`src/rtl/contador_pkg.sv`:
```
// -----------------------------------------------------------------------------
// contador_pkg
// Shared definitions for the contador family of counters.
//   - ST_* : 2-bit state encoding used by the loadable down-counter.
//   - NBITS_DEF : default count width.
//   - state_t : typed view of the same encoding for FSM code.
// No ports (package).
// -----------------------------------------------------------------------------
package contador_pkg;

    localparam logic [1:0] ST_IDLE = 2'd0;
    localparam logic [1:0] ST_RUN  = 2'd1;
    localparam logic [1:0] ST_HOLD = 2'd2;
    localparam logic [1:0] ST_DONE = 2'd3;

    localparam int NBITS_DEF = 4;

    typedef enum logic [1:0] {
        S_IDLE = ST_IDLE,
        S_RUN  = ST_RUN,
        S_HOLD = ST_HOLD,
        S_DONE = ST_DONE
    } state_t;

    // Countdown is "in progress" while running or paused.
    function automatic logic is_active(input state_t st);
        return (st == S_RUN) || (st == S_HOLD);
    endfunction

endpackage

```
`src/rtl/contador_regresivo.sv`:
```
// -----------------------------------------------------------------------------
// contador_regresivo
// Loadable down-counter / timer with pause and optional auto-reload.
// Ports:
//   clk         in   system clock, rising edge
//   reset       in   asynchronous active-low reset
//   load        in   capture load_val into count and reload register, go idle
//   load_val    in   [nbits] value captured on load
//   start       in   begin countdown (IDLE) or restart from DONE
//   pause       in   level, freezes the countdown while high
//   auto_reload in   level, on reaching zero reload and keep running
//   count       out  [nbits] current count (registered)
//   busy        out  high while running or paused
//   done        out  registered one-cycle pulse on the edge count reaches 0
//   zero        out  combinational count == 0
// -----------------------------------------------------------------------------
module contador_regresivo
    import contador_pkg::*;
#(
    parameter int nbits = NBITS_DEF
) (
    input  logic             clk,
    input  logic             reset,
    input  logic             load,
    input  logic [nbits-1:0] load_val,
    input  logic             start,
    input  logic             pause,
    input  logic             auto_reload,
    output logic [nbits-1:0] count,
    output logic             busy,
    output logic             done,
    output logic             zero
);

    localparam logic [nbits-1:0] ONE = nbits'(1);

    state_t           r_state;
    logic [nbits-1:0] r_count;
    logic [nbits-1:0] r_reload;
    logic             r_done;

    state_t           w_state;
    logic [nbits-1:0] w_count;
    logic [nbits-1:0] w_reload;
    logic             w_done;

    // Next-state, next-count and done-pulse decision; priority load > start > pause > decrement.
    always_comb begin
        w_state  = r_state;
        w_count  = r_count;
        w_reload = r_reload;
        w_done   = 1'b0;
        if (load) begin
            w_count  = load_val;
            w_reload = load_val;
            w_state  = S_IDLE;
        end else begin
            case (r_state)
                S_IDLE: begin
                    // Starting from zero would pulse nothing useful, so it is refused.
                    if (start && (r_count != '0)) begin
                        w_state = S_RUN;
                    end else begin
                        w_state = S_IDLE;
                    end
                end
                S_RUN: begin
                    if (pause) begin
                        w_state = S_HOLD;
                    end else if (r_count > ONE) begin
                        w_count = r_count - ONE;
                    end else if (r_count == ONE) begin
                        w_done = 1'b1;
                        if (auto_reload) begin
                            w_count = r_reload;
                        end else begin
                            w_count = '0;
                            w_state = S_DONE;
                        end
                    end else begin
                        // Zero while running cannot be reached; park safely with no pulse.
                        w_state = S_DONE;
                    end
                end
                S_HOLD: begin
                    // Leaving HOLD costs one edge without decrementing.
                    if (!pause) begin
                        w_state = S_RUN;
                    end else begin
                        w_state = S_HOLD;
                    end
                end
                S_DONE: begin
                    if (start && (r_reload != '0)) begin
                        w_count = r_reload;
                        w_state = S_RUN;
                    end else begin
                        w_count = '0;
                    end
                end
                default: begin
                    w_state = S_IDLE;
                    w_count = '0;
                end
            endcase
        end
    end

    // State, count, reload value and done pulse registers.
    always_ff @(posedge clk or negedge reset) begin
        if (!reset) begin
            r_state  <= S_IDLE;
            r_count  <= '0;
            r_reload <= '0;
            r_done   <= 1'b0;
        end else begin
            r_state  <= w_state;
            r_count  <= w_count;
            r_reload <= w_reload;
            r_done   <= w_done;
        end
    end

    assign count = r_count;
    assign busy  = is_active(r_state);
    assign done  = r_done;
    assign zero  = (r_count == '0);

endmodule
```
`config.mk`:
```
export PLATFORM = sky130hd
export DESIGN_NAME = contador_regresivo
export DESIGN_NICKNAME = d
export VERILOG_FILES = /design/src/rtl/contador_pkg.sv /design/src/rtl/contador_regresivo.sv
export SDC_FILE = /design/constraint.sdc
export NUM_CORES = 1
export LEC_CHECK = 0
export ABC_AREA = 1
export ABC_CLOCK_PERIOD_IN_PS = 1980
export CAP_MARGIN = 20
export CORE_UTILIZATION = 32
export CTS_CLUSTER_DIAMETER = 60
export DETAILED_ROUTE_END_ITERATION = 10
export PLACE_DENSITY = 0.53
export SKIP_LAST_GASP = 1
export SYNTH_ARGS = -nofsm -noshare
export SYNTH_HDL_FRONTEND = slang
export SYNTH_SLANG_ARGS = --single-unit
```
`constraint.sdc`:
```
create_clock -name clk -period 1.98 [get_ports clk]
set_input_delay 0.198 -clock clk [delete_from_list [all_inputs] [get_ports clk]]
set_output_delay 0.198 -clock clk [all_outputs]
set_load 0.005 [all_outputs]
```
### After elaboration in Yosys (flattened, before gate mapping)

Cells that the tools add are included.
W data, S select, Z words.

* register bits after elaboration: 11
* output and inout bits: 7

* add/subtract/negate cells: 1
* order comparisons: 1
* equal/unequal tests: 9
* multiplexer cells: 21
* reductions and logical operators: 10

Operators by type and width (count)
* $mux W4: 6
* $mux W2: 7
* $ne A4 B4 Y1 const B: 2
* $pmux W2 S4: 1
* $pmux W4 S2: 1
* $reduce_bool A4 Y1: 2
* $mux W1: 6
* $ne A3 B3 Y1 const B: 2
* $reduce_and A3 Y1: 2
* $ne A5 B5 Y1 const B: 1
* $eq A2 B2 Y1 const B: 2
* $eq A4 B1 Y1 const B: 1
* $gt A4 B1 Y1 const B: 1
* $logic_not A4 Y1: 1
* $sub A4 B1 Y4 const B: 1
* $reduce_bool A3 Y1: 1
* $eq A2 B1 Y1 const B: 1
* $logic_and A1 B1 Y1: 2
* $logic_not A2 Y1: 1
* $logic_or A1 B1 Y1: 1

### Logic depth before layout (Yosys ltp)

Gate-level depths: netlist (run 1).

* depth after elaboration: 6
* depth in mapped cells: 10
* depth with buffers taken out: 10

### Worst setup path after synthesis (run 1)

No wires, ideal clock.

* path type: register -> register
* start point: register r_count[0], in the netlist count[0]
* end point: register r_state[0]
* setup time: 0.118 ns
* data arrival time: 1.286 ns
* required time: 1.862 ns
* slack: 0.575 ns
* cell stages (with the launch flop): 9
* buffers on the path: 0
* clock period less this slack: 1.405 ns
* path through: dfrtp_1 -> inv_1 -> ha_1 -> o21ai_2 -> inv_2 -> nand2_1 -> nand2_2 -> nand4_1 -> nand2_1

* longest elaborated chain between the ends: 6

Ends and longest elaborated chain
* start: declaration: RTL line contador_regresivo.sv:38 `logic [nbits-1:0] r_count;`
* start signal: assignment: RTL line contador_regresivo.sv:118 `r_count <= w_count;`
* $eq A4 B1 Y1: RTL line contador_regresivo.sv:72 `end else if (r_count == ONE) begin`
* $mux W2: RTL line contador_regresivo.sv:72
* $mux W2: RTL line contador_regresivo.sv:70 `end else if (r_count > ONE) begin`
* $mux W2: RTL line contador_regresivo.sv:68 `if (pause) begin`
* $pmux W2 S4: RTL line contador_regresivo.sv:58 `case (r_state)`
* $mux W2: RTL line contador_regresivo.sv:53 `if (load) begin`
* end signal: assignment: RTL line contador_regresivo.sv:117 `r_state <= w_state;`
* end: declaration: RTL line contador_regresivo.sv:37 `state_t r_state;`

Parallel ways exist; a longest one is shown, timed or not. The select of a mux whose other input is x is not followed.
A chain may end at the register's enable or synchronous reset.

### Worst setup path after layout (run 1)

* start point: register r_count[0], in the netlist count[0]
* end point: output zero

* longest elaborated chain between the ends: 1

Ends and longest elaborated chain
* $logic_not A4 Y1: RTL line contador_regresivo.sv:127 `assign zero = (r_count == '0);`
* end: declaration: RTL line contador_regresivo.sv:32 `output logic zero`

No other way between the ends.

==> impl_summary.log, run 1 <==
[metrics] result of the run: complete, no violations
[metrics] type of element capturing the critical path: output pin
[metrics] count of inserted antenna diode cells: 0
[metrics] vertical die dimension: 53.6 um
[metrics] count of final setup violators: 0
[metrics] number of input and output port buffers inserted: 16
[metrics] actual slew at the worst max-slew pin: 0.519 ns
[metrics] maximum number of pins on one net before global-route repair: 12
[metrics] max-slew violations: 0
[metrics] Mapped Nets: 140
[metrics] static leakage power: 0.553 nW
[metrics] IR drop worst, VDD: 463 uV
[metrics] Primary FF master, synth: dfrtp_1
[metrics] largest area contributor in the netlist: dfrtp_1
[metrics] layout-stage area growth over the synthesis result: 27.2%
[metrics] TritonCTS clock tree: yes
[metrics] Arr. time, crit path: 1.66 ns
[metrics] Hold/Removal Path Class: input pin to asynchronous set/reset pin
[metrics] fraction of the cycle the final worst path needs: 93.9%
[metrics] via count of the first global-routing pass: 790
[metrics] Via density: 4.94
[metrics] worst rel slew slack: 65.3%
[metrics] end-of-flow core utilization: 43.3%
[metrics] list of most frequent post-synthesis cells: nand2_1 (34), inv_1 (18), nand3_1 (13), dfrtp_1 (11), nor2_1 (11)
[metrics] number of DRC violations after detailed routing: 0
[metrics] gate count of the mapped netlist: 124
[metrics] number of cell instances on the worst register-to-register path: 7
[metrics] skew final: 0.00553 ns
[metrics] clock sink total: 11
[metrics] H-tree levels: 1
[metrics] share of post-route cells with drive strength above 1: 8.39%
[metrics] highest net fanout along the worst path: 5
[metrics] Period minus WS final: 1.86 ns
[metrics] Iter 0 DRT Violations: 17
[metrics] areal power density over the cells: 747 mW/mm^2
[metrics] number of buffers inserted during clock tree synthesis: 3
[metrics] post-CTS setup buffers: 0
[metrics] area occupied by multi-input gates: 504 um^2
[metrics] accumulated negative setup slack: 0 ns
[metrics] first-pass GRT wire length: 3320 um
[metrics] Total Wirelength: 2030 um
[metrics] timing-limited maximum frequency: 538 MHz
[metrics] Yosys Warn Count: 0
[metrics] residual overflow from global routing: 0
[metrics] dpl cells: 169
[metrics] nets@finish: 160
[metrics] Post-synth EDFFs: 0
[metrics] area of the die: 0.00287 mm^2
[metrics] internal reg-to-reg setup slack: 0.39 ns
[metrics] CTS max path bufs: 2
[metrics] average cell area after synthesis: 6.86 um^2
[metrics] final instance count without filler cells: 173
[metrics] sequential fraction of the synthesis area: 32.4%
[metrics] length of the first detailed-routing pass in iterations: 4
[metrics] # fillers: 274
[metrics] startpoint type of the worst setup path: flop
[metrics] via count of the routed design: 854
[metrics] MaxCap Viol Count: 0
[metrics] detailed-placement wirelength estimate: 1620 um
[metrics] Clock Root Buffer: clkbuf_4
[metrics] initial antenna violation count: 0
[metrics] clock transition time at the flip-flop clock pins of the worst setup and hold paths: 0.07 ns
[metrics] number of library cell types mapped by synthesis: 20
[metrics] Fin. Hold Viols: 0
[metrics] worst path required time: 1.78 ns
[metrics] core region area: 0.00250 mm^2
[metrics] RSZ-0062 raised after global routing: no
[metrics] fraction of synthesis flops using an asynchronous set or reset pin: 100%
[metrics] chip width: 53.6 um
[metrics] insertion delay to the later sink of the worst-skew pair: 0.27 ns
[metrics] share of the synthesized area in the top cell type: 32.4%
[metrics] global-route usage over all layers: 16.4%
[metrics] site row count: 18
[metrics] Seq cells post-synth: 11
[metrics] ranking of synthesized cells by area: dfrtp_1 (32%), nand2_1 (15%), ha_1 (8.8%), inv_1 (7.9%), nand3_1 (7.6%)
[metrics] power consumption: 808 uW
[metrics] global placer's final weighted congestion: 0.854
[metrics] I/O pin count: 17
[metrics] Initial Utilization: 34.0%
[metrics] critical path start-end classification: flop to output pin
[metrics] Routed WL per cell: 11.8 um
[metrics] most common cell in the netlist: nand2_1
[metrics] Final ANT Viol Nets: 0
[metrics] area of the mapped netlist: 851 um^2
[metrics] area used by sequential logic in the layout: 275 um^2
[layout by cell type, fill, tap and decap left out, types with 2 or more instances in the layout]
cell type	n
ha_1	5
clkdlybuf4s50_1	16
nand3_1	13
inv_2	2
a21oi_1	6
nand2_1	34
o21ai_0	5
clkbuf_4	3
nand4_1	4
a21boi_0	4
inv_1	18
dfrtp_1	11
nand2_2	2
nor2_1	11
[timing repair]
item | 4_1_cts | 5_1_grt
resized for setup | 0 | 2
endpoints found under the setup margin | 0 | 1
hold buffers | 0 | 0
[path summary, 6_finish.rpt]
kind                              from     endpoint
max                           count[0]         zero
min                              reset     count[0]
max reg2reg                 r_state[1]     count[1]
min reg2reg                   count[1]     count[1]
max in group asynchronous        reset  r_reload[0]
min in group clk           load_val[2]  r_reload[2]
[power breakdown]
part / leakage [nW] / switching [mW] / internal [mW] / total (mW)
sequential: 0.135 / 0.0453 / 0.257 / 0.303
clock: 0.0150 / 0.0778 / 0.0780 / 0.156
combinational: 0.403 / 0.186 / 0.164 / 0.350
total: 0.553 / 0.309 / 0.499 / 0.808
[per-stage QoR]
| stage | hold slack (ns) | worst slack (ns) | instance area [um^2] |
|---|---|---|---|
| 2_1_floorplan | -0.0976 | 0.575 | 851 |
| 3_3_place_gp | 0.540 | 0.315 | 1040 |
| 3_5_place_dp | 0.550 | 0.310 | 1040 |
| 4_1_cts | 0.283 | 0.0153 | 1070 |
| 5_1_grt | 0.317 | 0.0318 | 1080 |
| 6_report | 0.266 | 0.122 | 1080 |
[final cells by class]
cell class / count / area share [%]
clock buffer: 4 / 2.43
inverter: 21 / 7.28
multi-input combinational: 91 / 46.6
sequential: 11 / 25.4
tap: 30 / 3.47
timing repair buffer: 16 / 14.8
[per-layer routing]
metal	up-vias	GRT usage (%)	part of all wire, %
met3	5	1.69	3.1
met4	0	7.89	1.5
met2	25	27.9	47
li1	441	-	-
met1	383	20.5	49
met5	-	0	0
[critical path: stages (launching register included)]
cell	delay, ns
dfrtp_1	0.44
inv_1	0.15
ha_4	0.19
nand2_4	0.07
inv_1	0.05
clkdlybuf4s50_1	0.48
[flip-flops by register name, indices dropped and copies added (netlist names)]
name	flops
r_reload	4
done	1
count	4
r_state	2
[logic make-up (layout without fill, tap and decap cells)]
| group | after synthesis | in the layout | share of synthesized area, % |
|---|---|---|---|
| AND/OR/NAND/NOR | 67 | 67 | 35.1 |
| buffers and inverters | 22 | 41 | 9.85 |
| AO/OA/AOI/OAI | 18 | 18 | 13.8 |
| flip-flops | 11 | 11 | 32.4 |
| adder cells (fa/ha/maj) | 6 | 6 | 8.82 |
No activity file was read; power rests on OpenSTA's default activity.
==> run 2, diff against run 1 <==
Settings changed: GPL_ROUTABILITY_DRIVEN set to 0, SKIP_CTS_REPAIR_TIMING set to 1.
==> results of run 2 <==
Final layout, timing and power as in run 1 (identical DEF).
==> run 3, diff against run 2 <==
Settings changed: CORE_UTILIZATION 32 to 35, GPL_ROUTABILITY_DRIVEN 0 to not set, PLACE_DENSITY 0.53 to 0.57, SLEW_MARGIN set to 20.
==> run 3 against run 2 <==
Hold slack better by 0.0021 ns. Design area is 0.46% lower. First-iteration DRC count up 76%. Final cell count is 0.58% lower. Die area shrank 8.3%. Wire length increased by 0.79%. Sequential share of layout area up 0.12 points. Global-route usage up 2.0 points. Clock power up 6%. Power decreased by 0.37%. Critical path type unchanged. Critical endpoint unchanged. Largest cell class unchanged.
==> impl_summary.log, run 3 (same netlist as run 1, synthesis figures left out) <==
[metrics] result of the run: complete, no violations
[metrics] share of post-route cells with drive strength above 1: 9.03%
[metrics] delay of the slowest cell on the worst path: 0.48 ns
[metrics] layout-stage area growth over the synthesis result: 26.6%
[metrics] I/O pin count: 17
[metrics] CTS max path bufs: 2
[metrics] critical path's top delay family: buffers and inverters
[metrics] count of final setup violators: 0
[metrics] Final ANT Viol Nets: 0
[metrics] insertion delay to the later sink of the worst-skew pair: 0.28 ns
[metrics] most common cell after layout, fill and taps aside: nand2_1
[metrics] residual overflow from global routing: 0
[metrics] global-route usage over all layers: 18.4%
[metrics] number of DRC violations after detailed routing: 0
[metrics] TritonCTS clock tree: yes
[metrics] timing-limited maximum frequency: 529 MHz
[metrics] worst setup margin: 0.0887 ns
[metrics] IR drop worst, VDD: 354 uV
[metrics] Fin. Hold Viols: 0
[metrics] worst flop-to-flop path endpoint: count[3]
[metrics] DP Worst Slack: 0.335 ns
[metrics] number of input and output port buffers inserted: 16
[metrics] Period minus WS final: 1.89 ns
[metrics] sequence of cells on the critical path: inv_1 -> ha_2 -> nand2_4 -> inv_1 -> clkdlybuf4s50_1
[metrics] maximum number of pins on one net before global-route repair: 12
[metrics] Total Wirelength: 2050 um
[metrics] Routed WL per cell: 11.9 um
[metrics] max-slew violations: 0
[metrics] vertical die dimension: 51.3 um
[metrics] Buffers & Inverters on Critical Path: 3
[metrics] Initial Utilization: 37.7%
[metrics] MaxCap Viol Count: 0
[metrics] count of inserted antenna diode cells: 0
[metrics] internal reg-to-reg setup slack: 0.43 ns
[metrics] # fillers: 244
[metrics] clock transition time at the flip-flop clock pins of the worst setup and hold paths: 0.08 ns
[metrics] length of the first detailed-routing pass in iterations: 5
[metrics] startpoint type of the worst setup path: flop
[metrics] Clock Root Buffer: clkbuf_4
[metrics] Arr. time, crit path: 1.69 ns
[metrics] skew final: 0.00504 ns
[metrics] number of cell instances on the worst register-to-register path: 5
[metrics] launch point of the critical path: count[0]
[metrics] RSZ-0062 raised after global routing: no
[metrics] Iter 0 DRT Violations: 30
[metrics] static leakage power: 0.557 nW
[metrics] slowest library cell on the worst path: clkdlybuf4s50_1
[metrics] core region area: 0.00225 mm^2
[metrics] worst rel slew slack: 63.6%
[metrics] detailed-placement wirelength estimate: 1610 um
[metrics] areal power density over the cells: 748 mW/mm^2
[metrics] area of the die: 0.00263 mm^2
[metrics] worst path required time: 1.78 ns
[metrics] critical path start-end classification: flop to output pin
[metrics] global placer's final weighted congestion: 0.818
[metrics] initial antenna violation count: 0
[metrics] site row count: 17
[metrics] accumulated negative setup slack: 0 ns
[metrics] nets@finish: 161
[metrics] via count of the first global-routing pass: 765
[metrics] Via density: 4.92
[metrics] number of buffers inserted during clock tree synthesis: 3
[metrics] clock sink total: 11
[metrics] Hold/Removal Path Class: input pin to asynchronous set/reset pin
[metrics] cell repeated most along the worst path: inv_1
[metrics] top library cells by usage in the layout, fill and taps aside: nand2_1 (34), inv_1 (18), clkdlybuf4s50_1 (16)
[metrics] type of element capturing the critical path: output pin
[metrics] highest net fanout along the worst path: 5
[metrics] first-pass GRT wire length: 3510 um
[metrics] chip width: 51.3 um
[metrics] worst r2r src: r_state[1]
[metrics] actual slew at the worst max-slew pin: 0.544 ns
[metrics] fraction of the cycle the final worst path needs: 95.5%
[metrics] H-tree levels: 1
[metrics] via count of the routed design: 846
[run 3: cell count changes in the layout (fill, tap and decap cells not counted)]
cell,change
ha_4,-1
buf_4,+1
ha_2,+1
[run 3: report_power, final]
group | switching (mW) | internal [mW]
clock network | 0.0866 | 0.0782
registers | 0.0425 | 0.257
logic | 0.183 | 0.158
[run 3: area by class of cell]
class | count | area, um^2 | share of cell area, %
sequential | 11 | 275 | 25.6
inverter | 21 | 78.8 | 7.32
clock buffer | 4 | 26.3 | 2.44
tap | 28 | 35.0 | 3.25
timing repair buffer | 17 | 168 | 15.6
multi-input combinational | 91 | 494 | 45.9
[run 3: worst max-delay path by stage]
stage                       to  slack [ns]  cells after the start
floorplan           r_state[0]        0.58                      8
global placement          zero        0.38                      5
detailed placement        zero        0.33                      5
CTS                       zero        0.04                      5
global route              zero       0.004                      5
finish                    zero        0.09                      5
[run 3: metrics by stage]
stage               power [mW]  area, um^2  util [%]  hold slack (ns)  instances
finish                   0.805        1080      47.8            0.268        172
floorplan                0.511         851         -          -0.0976        124
global placement         0.638        1050      46.5            0.515        168
detailed placement       0.641        1050      46.5            0.525        168
CTS                      0.807        1070      47.7            0.292        172
global route             0.872        1080      47.8            0.301        172
[run 3: layer usage]
metal,vias to the layer above,wire length [um],global-route usage [%]
met4,0,30,6.76
met2,22,893,28.7
met1,380,1040,25.0
li1,439,-,-
met3,5,82,3.57
met5,-,0,0
